$ cat src/rtl/run_ctrl.sv
// run_ctrl: run sequencer for a group of dataflow functional units.
//
// A start request pulses the group init for one cycle and then enables the
// group for a programmed number of iterations. Stalls freeze progress. After
// the last iteration the block waits a programmed drain latency and then
// pulses done for one cycle.
//
// Ports:
//   RUN_CTRL_clk            clock
//   RUN_CTRL_reset          synchronous active-high reset
//   RUN_CTRL_init           synchronous active-high soft clear (same effect as reset)
//   RUN_CTRL_in_start       start request, sampled only in IDLE
//   RUN_CTRL_in_len         iteration count, latched on an accepted start
//   RUN_CTRL_in_latency     drain cycles after the last iteration, latched on start
//   RUN_CTRL_in_stall       stall request from downstream
//   RUN_CTRL_out_fu_init    one-cycle init pulse to the FU group
//   RUN_CTRL_out_fu_disable FU hold; passes the stall through in RUN/DRAIN
//   RUN_CTRL_out_busy       high from INIT through DRAIN
//   RUN_CTRL_out_done       one-cycle completion pulse
//   RUN_CTRL_out_iter       completed iteration count
module run_ctrl #(
  parameter int CNT_W = 32,
  parameter int LAT_W = 8
) (
  input  logic             RUN_CTRL_clk,
  input  logic             RUN_CTRL_reset,
  input  logic             RUN_CTRL_init,
  input  logic             RUN_CTRL_in_start,
  input  logic [CNT_W-1:0] RUN_CTRL_in_len,
  input  logic [LAT_W-1:0] RUN_CTRL_in_latency,
  input  logic             RUN_CTRL_in_stall,
  output logic             RUN_CTRL_out_fu_init,
  output logic             RUN_CTRL_out_fu_disable,
  output logic             RUN_CTRL_out_busy,
  output logic             RUN_CTRL_out_done,
  output logic [CNT_W-1:0] RUN_CTRL_out_iter
);

  typedef enum logic [2:0] {
    S_IDLE  = 3'd0,
    S_INIT  = 3'd1,
    S_RUN   = 3'd2,
    S_DRAIN = 3'd3,
    S_DONE  = 3'd4
  } state_t;

  localparam logic [CNT_W-1:0] CNT_ZERO = '0;
  localparam logic [CNT_W-1:0] CNT_ONE  = CNT_W'(1);
  localparam logic [LAT_W-1:0] LAT_ZERO = '0;
  localparam logic [LAT_W-1:0] LAT_ONE  = LAT_W'(1);

  state_t           state_q, state_d;
  logic [CNT_W-1:0] len_q, len_d;
  logic [LAT_W-1:0] lat_q, lat_d;
  logic [LAT_W-1:0] drain_q, drain_d;
  logic [CNT_W-1:0] iter_q, iter_d;

  // Soft clear and reset are indistinguishable to the sequencer.
  logic clr;
  assign clr = RUN_CTRL_reset | RUN_CTRL_init;

  always_ff @(posedge RUN_CTRL_clk) begin
    if (clr) begin
      state_q <= S_IDLE;
      len_q   <= CNT_ZERO;
      lat_q   <= LAT_ZERO;
      drain_q <= LAT_ZERO;
      iter_q  <= CNT_ZERO;
    end else begin
      state_q <= state_d;
      len_q   <= len_d;
      lat_q   <= lat_d;
      drain_q <= drain_d;
      iter_q  <= iter_d;
    end
  end

  always_comb begin
    state_d = state_q;
    len_d   = len_q;
    lat_d   = lat_q;
    drain_d = drain_q;
    iter_d  = iter_q;

    unique case (state_q)
      S_IDLE: begin
        if (RUN_CTRL_in_start) begin
          iter_d = CNT_ZERO;
          if (RUN_CTRL_in_len != CNT_ZERO) begin
            len_d   = RUN_CTRL_in_len;
            lat_d   = RUN_CTRL_in_latency;
            state_d = S_INIT;
          end else begin
            // Zero-length run completes immediately without touching the FUs.
            state_d = S_DONE;
          end
        end
      end
      S_INIT: begin
        state_d = S_RUN;
      end
      S_RUN: begin
        if (!RUN_CTRL_in_stall) begin
          iter_d = iter_q + CNT_ONE;
          // Compare against len-1 so a maximum-length run never needs iter to wrap.
          if (iter_q == len_q - CNT_ONE) begin
            if (lat_q != LAT_ZERO) begin
              drain_d = lat_q;
              state_d = S_DRAIN;
            end else begin
              state_d = S_DONE;
            end
          end
        end
      end
      S_DRAIN: begin
        if (!RUN_CTRL_in_stall) begin
          drain_d = drain_q - LAT_ONE;
          if (drain_q == LAT_ONE) begin
            state_d = S_DONE;
          end
        end
      end
      S_DONE: begin
        state_d = S_IDLE;
      end
      default: begin
        state_d = S_IDLE;
      end
    endcase
  end

  // Moore decode; the only input-to-output path is the stall pass-through
  // while the FUs are actively iterating or draining.
  always_comb begin
    RUN_CTRL_out_fu_init    = (state_q == S_INIT);
    RUN_CTRL_out_busy       = (state_q == S_INIT) || (state_q == S_RUN) ||
                              (state_q == S_DRAIN);
    RUN_CTRL_out_done       = (state_q == S_DONE);
    RUN_CTRL_out_fu_disable = 1'b1;
    if ((state_q == S_RUN) || (state_q == S_DRAIN)) begin
      RUN_CTRL_out_fu_disable = RUN_CTRL_in_stall;
    end
  end

  assign RUN_CTRL_out_iter = iter_q;

endmodule

$ cat config.mk
export PLATFORM = sky130hd
export DESIGN_NAME = run_ctrl
export DESIGN_NICKNAME = d
export VERILOG_FILES = /design/src/rtl/run_ctrl.sv
export SDC_FILE = /design/constraint.sdc
export NUM_CORES = 1
export LEC_CHECK = 0
export CORE_MARGIN = 2
export CORE_UTILIZATION = 47
export CTS_CLUSTER_DIAMETER = 50
export CTS_CLUSTER_SIZE = 12
export DETAILED_ROUTE_END_ITERATION = 12
export GPL_TIMING_DRIVEN = 0
export PLACE_DENSITY = 0.71
export SYNTH_ARGS = -nofsm -noshare
export SYNTH_HDL_FRONTEND = slang
export SYNTH_SLANG_ARGS = --single-unit
$ cat constraint.sdc
create_clock -name RUN_CTRL_clk -period 4.6 [get_ports RUN_CTRL_clk]
set_input_delay 0.46 -clock RUN_CTRL_clk [delete_from_list [all_inputs] [get_ports RUN_CTRL_clk]]
set_output_delay 0.46 -clock RUN_CTRL_clk [all_outputs]
set_load 0.05 [all_outputs]
After elaboration in Yosys (flattened, before gate mapping):

Cells that the tools add are included.

* register bits: 83
* logic and storage cells: 50
* output and inout bits: 36
* bits of input ports: 45

* eq/ne operators: 12
* mux-type cells: 17
* bitwise logic cells: 1
* add/sub/neg operators: 3
* reductions and logical operators: 12

Operators with widths (count)
* 32-bit 2-to-1 mux: 2
* 32-bit case mux with 2 select lines: 1
* 32-bit by 1-bit adder with 32-bit output, second input constant: 1
* 32-bit equality test: 1
* 8-bit 2-to-1 mux: 4
* 32-bit nonzero test: 1
* 32-bit by 1-bit subtractor with 32-bit output, second input constant: 1
* 3-bit 2-to-1 mux: 7
* 8-bit case mux with 2 select lines: 1
* 2-bit inequality test, second input constant: 6
* 3-bit case mux with 4 select lines: 1
* 5-bit AND reduction: 2
* 8-bit by 1-bit equality test with 1-bit output, second input constant: 1
* 8-bit nonzero test: 1
* 8-bit by 1-bit subtractor with 8-bit output, second input constant: 1
* 3-bit by 2-bit equality test with 1-bit output, second input constant: 2
* 3-bit AND reduction: 2
* 2-bit nonzero test: 2
* 3-bit by 1-bit equality test with 1-bit output, second input constant: 1
* 3-bit equality test, second input constant: 1
* 3-bit logical NOT: 1
* 1-bit logical OR: 3
* 1-bit 2-to-1 mux: 1
* 1-bit bitwise OR: 1

Longest topological paths before layout:

* word-level depth: 5
* depth in mapped cells: 11
* mapped depth without buffers: 10

Worst setup path before layout:

No wires, ideal clock.

* kind: register -> register
* from: register len_q[22]
* to: register drain_q[0]
* library setup time: 0.096 ns
* arrival: 3.189 ns
* clock period less this slack: 3.285 ns
* path buffers: 3
* stages on the path, launching flop included: 12
* slack: 1.315 ns
* data required time: 4.504 ns
* cells stage by stage: dfxtp_1 buf_6 or4_1 buf_2 or4_4 nor3_2 o22ai_1 a2111o_1 or4_4 buf_6 o22a_4 o41ai_2

* word-level cells in the longest chain between the ends: 4

RTL lines
* start: declaration: line 53 `logic [CNT_W-1:0] len_q, len_d;`
* start signal: assignment: line 71 `len_q <= len_d;`
* 32-bit by 1-bit subtractor with 32-bit output: line 106 `if (iter_q == len_q - CNT_ONE) begin`
* 32-bit equality test: line 106
* 2-bit inequality test (no source line)
* 5-bit AND reduction (no source line)
* end signal: assignment: line 73 `drain_q <= drain_d;`
* end: declaration: line 55 `logic [LAT_W-1:0] drain_q, drain_d;`

Every way passes these cells.
A chain may end at the register's enable or synchronous reset.

Worst setup path after layout:

* from: register len_q[0]
* to: register drain_q[0]

Same word-level chain as after synthesis.

==> impl_metrics.csv <==
group,metric,value,unit
floorplanning,die_h,109,µm
power_and_ir_drop,ir_drop,140,µV
floorplanning,initial_core_util,47.8,%
critical_path,worstSetupPathType,"reg -> reg",
synth,synth-edff-count,0,
power_and_ir_drop,p_comb_share,21.7,%
critical_path,worstSetupStartpointType,"flip-flop",
sta,fin_skew,11.0,ps
sta,holdWs,518,ps
drt,antenna_left,0,
status,status,"finished, final reports clean",
cts,h-tree-depth,3,
drt,dr.pass1.iters,5,
sta,maxSlewViolCount,0,
power_and_ir_drop,p_switching,0.491,mW
drt,wl_met1,6220,µm
cts,cts_hold_buf,0,
sta,worst_slew_pin_slew,825,ps
drt,vias_per_cell,5.82,
critical_path,reg2reg_from,"len_q[0]",
sta,max_slew_margin,44.5,%
sta,finalSetupViolations,0,
min_path,min_from,"drain_q[1]",
cts,clk_pin_slew,90,ps
cts,cts.sinks,83,
critical_path,cp.arrival,3970,ps
placed_design,dp_hpwl,11000,µm
critical_path,critPathMaxFanout,10,
drt,vias,4934,
synth,ys_types,79,
grt,grt-ovfl-total,0,
synth,synth_top_area_share,32.4,%
critical_path,r2r_setup_slack,910,ps
synth,ys_warn_count,0,
layout,fill_cells,1031,
critical_path,endpoint_kind,"flip-flop",
layout,layout-drive-gt1-share,8.90,%
critical_path,cp.required,4880,ps
sta,max_freq,271,MHz
drt,wl_met2,6940,µm
floorplanning,die_w,109,µm
synth,synth_seq_area_share,32.4,%
drt,drt-initial-drc-count,274,
synth,synth_common_cells,"106 x nor2_1, 83 x dfxtp_1, 43 x mux2i_1, 37 x nand2_1, 35 x xnor2_1",
layout,area_delta_synth_final,22.7,%
drt,wl_met3,806,µm
grt,grt_max_degree,15,
synth,synth_top_flop_cell,"dfxtp_1",
min_path,holdCritPathClass,"reg -> reg",
placed_design,port-buffer-count,80,
drt,wl_per_cell,17.0,µm
cts,ctsRootBufferMaster,"clkbuf_8",
layout,multi_input_area,3230,µm²
sta,fin_crit_sh,80.2,%
sta,setup-tns-final,0,ps
critical_path,crit_start,"len_q[0]",
synth,synth_top_area_cell,"dfxtp_1",
synth,synth_nets,661,
synth,async_reset_ff_share,0,%
floorplanning,die_area,11800,µm²
cts,insertion_delay,370,ps
cts,cts_tree,"yes",
cts,clk_path_buf_depth,2,
synth,avgSynthCellArea,8.39,µm²
synth,synth_area_leaders,"dfxtp_1 32%, mux2i_1 8.4%, nor2_1 7.7%",
cts,cts_buffers,9,
sta,finalHoldViolations,0,
sta,fin_ws,913,ps
placed_design,gp_congestion,0.942,
layout,antenna_cells_inserted,0,
power_and_ir_drop,power.leakage,2.30,nW
cts,cts_resized,0,
power_and_ir_drop,internal-power,1.12,mW
layout,final_nets,752,
floorplanning,ios,81,
power_and_ir_drop,p_clk_share,31.9,%
layout,utilization,58.6,%
job,maxCapViolations,0,
placed_design,pre_cts_slack,983,ps
grt,antenna_found_initial,0,
power_and_ir_drop,pwr_density_cell,256,nW/µm²
floorplanning,rows,38,
layout,final-seq-area,1660,µm²
sta,fin_crit,3690,ps
synth,synth_seq_cells,83,
synth,syn-instance-count,612,
drt,routed_wl,14400,µm
drt,drcViolationCount,0,
sta,rsz0062_at_grt,"no",
grt,track_usage,25.6,%
grt,first_global_vias,4713,
power_and_ir_drop,seq_power_share,46.4,%
drt,top_layer,"met4",
synth,yosysMostFrequentCell,"nor2_1",
grt,grt_pass1_wl,23400,µm
power_and_ir_drop,switching_share,30.5,%
floorplanning,coreArea,10700,µm²
synth,netlist_area,5130,µm²
cts,postCtsSetupBuffers,0,
## power groups by stage
stage	combinational, mW	sequential [mW]	clock (mW)
floorplan	0.241	0.761	0
global placement	0.338	0.764	0
detailed placement	0.345	0.765	0
CTS	0.347	0.748	0.522
global route	0.379	0.750	0.551
finish	0.350	0.748	0.514
## worst paths after layout
path                end  cells past startpoint
max          drain_q[0]                     11
min          drain_q[1]                      2
max reg2reg  drain_q[0]                     11
min reg2reg  drain_q[1]                      2
## layout by cell type (no fill, tap or decap), types with 17 or more instances in the layout
| master | netlist | final |
|---|---|---|
| clkbuf_1 | 17 | 17 |
| nor2_1 | 106 | 106 |
| nor4_1 | 26 | 26 |
| xnor2_1 | 35 | 35 |
| dfxtp_1 | 83 | 83 |
| mux2i_1 | 43 | 43 |
| xor2_1 | 24 | 24 |
| nand2_1 | 37 | 37 |
| a21oi_1 | 20 | 20 |
| nor3_1 | 24 | 24 |
| clkdlybuf4s50_1 | 0 | 80 |
## metal layers
metal	up-vias	global-route usage, %
li1	2398	-
met1	2343	32.3
met2	158	42.8
met3	35	3.62
met4	0	11.9
met5	-	0
## registers in the layout, indices dropped and copies added, names as in the netlist
name               count
state_q                3
lat_q                  8
drain_q                8
RUN_CTRL_out_iter     32
len_q                 32
## critical path, cell delays in order, from the launching register on
cell and delay (ps):
dfxtp_1 380, inv_1 80, ha_1 200, nor3b_2 600
a31oi_1 210, nor4_1 280, o2111ai_1 170, or4_4 530
or4_4 510, buf_6 150, o22a_4 230, o41ai_2 260
## layout make-up
class	count	share of cell area, %
clock buffer	11	2.40
tap	140	2.78
multi-input combinational	483	51.2
sequential	83	26.4
timing repair buffer	80	12.7
clock inverter	5	0.576
inverter	10	0.596
buffer	36	3.34
## through the flow
stage          total power, mW  cells  area, µm²
3_3_place_gp              1.10    832       6110
2_1_floorplan             1.00    612       5130
6_report                  1.61    848       6300
3_5_place_dp              1.11    832       6110
4_1_cts                   1.62    848       6300
5_1_grt                   1.68    848       6300
## cell families after synthesis
logic type	after synthesis	synth area share, %
AO/OA/AOI/OAI	87	12.9
multiplexers	43	8.38
flip-flops	83	32.4
XOR/XNOR	59	10.1
adder cells (fa/ha/maj)	4	0.975
AND/OR/NAND/NOR	290	30.5
buffers and inverters	46	4.82
Power figures use the tool's default switching activity.
